<file path="config.mk">
export PLATFORM = sky130hd
export DESIGN_NAME = hex_entry
export DESIGN_NICKNAME = d
export VERILOG_FILES = /design/src/rtl/hex_entry.sv
export SDC_FILE = /design/constraint.sdc
export NUM_CORES = 1
export LEC_CHECK = 0
export ABC_AREA = 0
export CORE_MARGIN = 5
export CORE_UTILIZATION = 32
export DETAILED_ROUTE_END_ITERATION = 7
export MAX_ROUTING_LAYER = met4
export PLACE_DENSITY = 0.57
export RECOVER_POWER = 25
export SETUP_SLACK_MARGIN = 0.4
export SKIP_LAST_GASP = 1
export SYNTH_ARGS = -nofsm -noshare
export SYNTH_HDL_FRONTEND = slang
export SYNTH_SLANG_ARGS = --single-unit
</file>
<file path="constraint.sdc">
create_clock -name clk -period 1.4 [get_ports clk]
set_input_delay 0.21 -clock clk [delete_from_list [all_inputs] [get_ports clk]]
set_output_delay 0.21 -clock clk [all_outputs]
set_load 0.02 [all_outputs]
</file>
<file path="src/rtl/hex_entry.sv">
`default_nettype none
// ============================================================================
//  Module   : hex_entry
//  Purpose  : Keypad-style hex word entry for the lab board. A 4-bit switch
//             nibble is captured on each debounced ENTER press and shifted
//             into a 16-bit word, most-significant nibble first. After four
//             digits the word is offered downstream with a valid/ack
//             handshake. A debounced CLEAR press discards the word at any
//             time.
//
//  Ports    : clk          system clock, all state on the rising edge
//             reset        asynchronous, active-low reset
//             user_in[3:0] raw nibble switches (asynchronous to clk)
//             enter        raw ENTER button, active-high, bouncy
//             clear        raw CLEAR button, active-high, bouncy
//             ack          one-cycle consume strobe from downstream
//             value_out    assembled 16-bit word (also usable as display data)
//             digit_count  digits entered so far, 0..4
//             valid        high while a complete word awaits ack
//
//  Revision : 1.0  initial release
// ============================================================================
module hex_entry #(
    parameter int DB_CYCLES = 1000   // stable cycles before a level is accepted (>= 2)
) (
    input  logic        clk,
    input  logic        reset,
    input  logic [3:0]  user_in,
    input  logic        enter,
    input  logic        clear,
    input  logic        ack,
    output logic [15:0] value_out,
    output logic [2:0]  digit_count,
    output logic        valid
);

    // ------------------------------------------------------------------------
    // Constants
    // ------------------------------------------------------------------------
    // The debounce counter only ever needs to reach DB_CYCLES-1.
    localparam int                 c_CNT_W     = (DB_CYCLES > 2) ? $clog2(DB_CYCLES) : 1;
    localparam logic [c_CNT_W-1:0] c_CNT_MAX   = c_CNT_W'(DB_CYCLES - 1);
    localparam int                 c_BTN_ENTER = 0;
    localparam int                 c_BTN_CLEAR = 1;
    localparam logic [2:0]         c_LAST_DIG  = 3'd3;   // count before the 4th digit

    typedef enum logic [0:0] {
        ST_COLLECT = 1'b0,
        ST_FULL    = 1'b1
    } state_t;

    // ------------------------------------------------------------------------
    // Two-flop synchronisers for both buttons and all nibble bits
    // ------------------------------------------------------------------------
    logic [1:0] r_btn_s1;
    logic [1:0] r_btn_s2;
    logic [3:0] r_nib_s1;
    logic [3:0] r_nib_s2;
    logic [1:0] w_btn_raw;

    assign w_btn_raw[c_BTN_ENTER] = enter;
    assign w_btn_raw[c_BTN_CLEAR] = clear;

    always_ff @(posedge clk or negedge reset) begin
        if (!reset) begin
            r_btn_s1 <= '0;
            r_btn_s2 <= '0;
            r_nib_s1 <= '0;
            r_nib_s2 <= '0;
        end else begin
            r_btn_s1 <= w_btn_raw;
            r_btn_s2 <= r_btn_s1;
            r_nib_s1 <= user_in;
            r_nib_s2 <= r_nib_s1;
        end
    end

    // ------------------------------------------------------------------------
    // Debounce + rising-edge press detect, one instance per button.
    // A level change is accepted only after the synchronised input has
    // differed from the debounced level for DB_CYCLES consecutive edges;
    // any return to the current level restarts the count from zero.
    // ------------------------------------------------------------------------
    logic [1:0] w_press;

    for (genvar b = 0; b < 2; b++) begin : g_db
        logic [c_CNT_W-1:0] r_cnt;
        logic               r_db;
        logic               r_db_d;

        always_ff @(posedge clk or negedge reset) begin
            if (!reset) begin
                r_cnt  <= '0;
                r_db   <= 1'b0;
                r_db_d <= 1'b0;
            end else begin
                r_db_d <= r_db;
                if (r_btn_s2[b] != r_db) begin
                    if (r_cnt == c_CNT_MAX) begin
                        r_db  <= r_btn_s2[b];
                        r_cnt <= '0;
                    end else begin
                        r_cnt <= r_cnt + 1'b1;
                    end
                end else begin
                    r_cnt <= '0;
                end
            end
        end

        // One-cycle pulse per accepted rising level; releases give nothing,
        // so a held button produces exactly one press.
        assign w_press[b] = r_db & ~r_db_d;
    end

    logic       w_p_enter;
    logic       w_p_clear;
    logic [3:0] w_s_nib;

    assign w_p_enter = w_press[c_BTN_ENTER];
    assign w_p_clear = w_press[c_BTN_CLEAR];
    assign w_s_nib   = r_nib_s2;

    // ------------------------------------------------------------------------
    // Entry state machine
    // ------------------------------------------------------------------------
    state_t      r_state;
    state_t      w_state_nxt;
    logic [15:0] r_value;
    logic [15:0] w_value_nxt;
    logic [2:0]  r_count;
    logic [2:0]  w_count_nxt;
    logic        r_valid;
    logic        w_valid_nxt;

    always_ff @(posedge clk or negedge reset) begin
        if (!reset) begin
            r_state <= ST_COLLECT;
            r_value <= '0;
            r_count <= '0;
            r_valid <= 1'b0;
        end else begin
            r_state <= w_state_nxt;
            r_value <= w_value_nxt;
            r_count <= w_count_nxt;
            r_valid <= w_valid_nxt;
        end
    end

    // Priority: clear > ack > enter. Clear is handled ahead of the state
    // case so a simultaneous enter nibble is simply dropped.
    always_comb begin
        w_state_nxt = r_state;
        w_value_nxt = r_value;
        w_count_nxt = r_count;
        w_valid_nxt = r_valid;

        if (w_p_clear) begin
            w_state_nxt = ST_COLLECT;
            w_value_nxt = '0;
            w_count_nxt = '0;
            w_valid_nxt = 1'b0;
        end else begin
            case (r_state)
                ST_COLLECT: begin
                    // ack has no meaning until a full word is held.
                    if (w_p_enter) begin
                        // The first digit reloads the word, so a value kept
                        // on the display after an ack is discarded here.
                        if (r_count == 3'd0) begin
                            w_value_nxt = {12'h000, w_s_nib};
                        end else begin
                            w_value_nxt = {r_value[11:0], w_s_nib};
                        end
                        w_count_nxt = r_count + 3'd1;
                        if (r_count == c_LAST_DIG) begin
                            w_state_nxt = ST_FULL;
                            w_valid_nxt = 1'b1;
                        end
                    end
                end
                ST_FULL: begin
                    // Enter presses are ignored; the word is frozen until
                    // consumed. value_out is kept for display after ack.
                    if (ack) begin
                        w_state_nxt = ST_COLLECT;
                        w_count_nxt = '0;
                        w_valid_nxt = 1'b0;
                    end
                end
                default: begin
                    w_state_nxt = ST_COLLECT;
                end
            endcase
        end
    end

    assign value_out   = r_value;
    assign digit_count = r_count;
    assign valid       = r_valid;

endmodule
`default_nettype wire

</file>
==> qor.yml <==
outcome:
  outcome: "complete, no violations"
global_route:
  grt_max_degree: 58
  grt_pass1_wl_um: 9060
  grt_pass1_vias: 1880
  grt_usage_pct: 12.2
  grt_antenna_before_repair: 0
  overflow: 0
synthesis:
  seq_area_frac_synth_pct: 59.3
  yosys_warnings: 0
  synthesis.area_sq_um: 2400
  yosys.area_share.adder_pct: 2.60
  synth_compound_area_share_pct: 9.68
  synth-edff-count: 0
  synth_top_family_by_area: "simple AND/OR/NAND/NOR gates"
  ys_top_cells_by_area: "dfrtp_1 (59%), nand2_1 (5.3%), nor2_1 (3.1%)"
  synth_top_area_share_pct: 59.3
  avgSynthCellArea_sq_um: 11.3
  muxShareOfSynthArea_pct: 1.72
  synthCells: 213
  synthFlopType: "dfrtp_1"
  synthesis.nets: 227
  async_reset_ff_share_pct: 100
  synth_cell_type_count: 34
  ys_ff_latch: 57
  synth_xor_area_share_pct: 5.10
  synth_top_area_cell: "dfrtp_1"
  synthSimpleGateAreaFrac_pct: 19.6
power_and_ir_drop:
  power_mw: 3.42
  pwr-share-clk_pct: 44.2
  p_per_area_nw_per_um2: 891
  vdd_drop_max_mv: 0.448
  switching_share_pct: 22.8
  p_sw_mw: 0.782
  seq_power_share_pct: 50.0
  p_leak_nw: 1.86
  comb_power_share_pct: 5.8
  internal_power_mw: 2.64
sta:
  period_share_pct: 96.5
  worstMarginPinSlew_ns: 0.779
  setup_violations: 0
  setup_ws_ns: 0.0491
  fin_crit_ns: 1.35
  hold_viol_final: 0
  max-slew-margin-rel_pct: 48.0
  skew_ns: 0.00973
  rsz0062_at_grt: "true"
  tns_ns: 0
  finalMaxSlewViolations: 0
  timing.fmax_ghz: 0.740
clock_network:
  clk_pin_slew_ns: 0.07
  cts_tree: "done"
  cts_buffer_depth: 2
  clk_latency_ns: 0.34
  root_buffer: "clkbuf_8"
  cts_buffers: 9
  clkSinkCount: 57
  htree_levels: 3
floorplan:
  die_x_um: 96.7
  die_height_um: 96.7
  row_count: 31
  start_util_pct: 33.0
  ioPinCount: 29
  die-area_sq_um: 9350
  core_sq_um: 7290
finish:
  layout_common_cells: "dfrtp_1 (52), buf_4 (42), buf_6 (25), nand2_1 (19), nor2_1 (13)"
  drive_above_1_share_pct: 52.6
  multi_input_area_sq_um: 1310
  diodes: 0
  final_common_cell: "dfrtp_1"
  ff_latch_area_sq_um: 1430
  nFillCells: 620
  design_area_sq_um: 3840
  nets: 315
  area_growth_pct: 59.8
  fin_util_pct: 52.7
placement:
  place_congestion: 0.794
  dpl.hpwl_um: 3080
  io_buffers: 28
  dpl_cell_area_sq_um: 2990
  dpl_worst_slack_ns: 0.0379
setup_path:
  path_max_fanout: 3
  rr_worst_depth: 3
  critPathCaptureType: "flop"
  start_kind: "flop"
  ff2ff_setup_slack_ns: 0.05
  crit_arrival_ns: 1.57
  worstPathRequired_ns: 1.62
  timing.rr.end: "g_db[1].r_db$_DFFE_PN0P_"
  timing.rr.start: "g_db[1].r_cnt[4]$_DFF_PN0_"
  crit_type: "reg2reg"
route:
  dr.pass1.iters: 4
  post_drt_wl_per_cell_um: 14.2
  vias: 1857
  antenna_left: 0
  drt_iter0_markers: 80
  via_per_inst: 4.59
  drc: 0
  wirelength_um: 5740
min_path:
  hold-path-endpoint: "r_nib_s2[1]$_DFF_PN0_"
  hold_class: "reg2reg"
  min_path_cells: 0
  hold_start: "r_nib_s1[1]$_DFF_PN0_"
job:
  cap_violations: 0
through the flow:
step                      hold WS, ns  instances
after CTS                       0.299        390
after detailed placement        0.236        347
final                           0.340        405
after floorplan               -0.0856        213
after global placement          0.239        347
after global routing            0.353        405
cell usage after synthesis, types with 3 or more instances:
cell / instances
a22o_1: 6
buf_2: 3
a21oi_1: 3
nand3_1: 12
and3_1: 6
xnor2_1: 6
o21ai_1: 13
xor2_1: 8
dfrtp_1: 57
nand2b_1: 3
ha_1: 5
o21ai_0: 3
inv_1: 6
nand2_1: 34
nor2_1: 20
logic make-up (layout without fill, tap and decap cells):
kind of cell             after synthesis  after routing
AND/OR/NAND/NOR                       89             89
flip-flops                            57             57
AO/OA/AOI/OAI                         35             35
XOR/XNOR                              14             14
buffers and inverters                 10            103
adder cells (fa/ha/maj)                5              5
multiplexers                           3              3
critical path, stage by stage (launching register included):
cell      delay [ns]
dfrtp_2         0.41
and4bb_2        0.37
nand4_4         0.14
mux2_4          0.32
flip-flops by register name, indices dropped and copies added, names as in the netlist:
name / count
value_out: 16
r_state: 1
r_nib_s2: 4
valid: 1
r_btn_s2: 2
g_db.r_db_d: 2
digit_count: 3
g_db.r_db: 2
g_db.r_cnt: 20
r_nib_s1: 4
r_btn_s1: 2
power groups by stage:
stage / Clock [mW] / Sequential (mW) / Combinational, mW
after floorplan: 0 / 1.74 / 0.0399
after global placement: 0 / 1.74 / 0.131
after detailed placement: 0 / 1.74 / 0.128
after CTS: 1.56 / 1.71 / 0.174
after global routing: 1.65 / 1.71 / 0.217
final: 1.51 / 1.71 / 0.198
area by class of cell:
class                   instances  area share [%]
clock buffers                  10            3.58
inverters                       6           0.586
flip-flops and latches         57            37.3
clock inverters                 6            1.50
repair buffers                 81            19.7
multi-input cells             146            34.1
well taps                      99            3.22
repair_timing:
item / CTS / global route
endpoints found under the setup margin: 63 / 63
buffers inserted: 26 / 14
gates resized for setup: 143 / 44
pin swaps: 21 / 41
hold buffers: 1 / 0
gates cloned: 0 / 1
endpoints found under the hold margin: 57 / 0
layer usage:
| layer | vias up | share of wire [%] | routed length (um) | global-route usage, % |
|---|---|---|---|---|
| li1 | 904 | - | - | - |
| met1 | 904 | 43 | 2440 | 14.6 |
| met2 | 40 | 52 | 2990 | 18.4 |
| met3 | 9 | 4.1 | 233 | 4.24 |
| met4 | 0 | 1.4 | 79 | 5.40 |
| met5 | - | 0 | 0 | - |
worst max-delay path by stage:
stage / cells past startpoint / slack [ns] / end / startpoint
2_1_floorplan: 5 / 0.14 / g_db[1].r_cnt[7]$_DFF_PN0_ / g_db[1].r_cnt[0]$_DFF_PN0_
3_3_place_gp: 5 / 0.07 / g_db[1].r_cnt[7]$_DFF_PN0_ / g_db[1].r_cnt[1]$_DFF_PN0_
3_5_place_dp: 5 / 0.04 / g_db[1].r_cnt[7]$_DFF_PN0_ / g_db[1].r_cnt[1]$_DFF_PN0_
4_1_cts: 3 / 0.11 / value_out[1]$_DFFE_PN0P_ / r_state$_DFF_PN0_
5_1_grt: 3 / 0.03 / g_db[1].r_db$_DFFE_PN0P_ / g_db[1].r_cnt[4]$_DFF_PN0_
6_report: 3 / 0.05 / g_db[1].r_db$_DFFE_PN0P_ / g_db[1].r_cnt[4]$_DFF_PN0_
(Power assumes the default switching activity.)
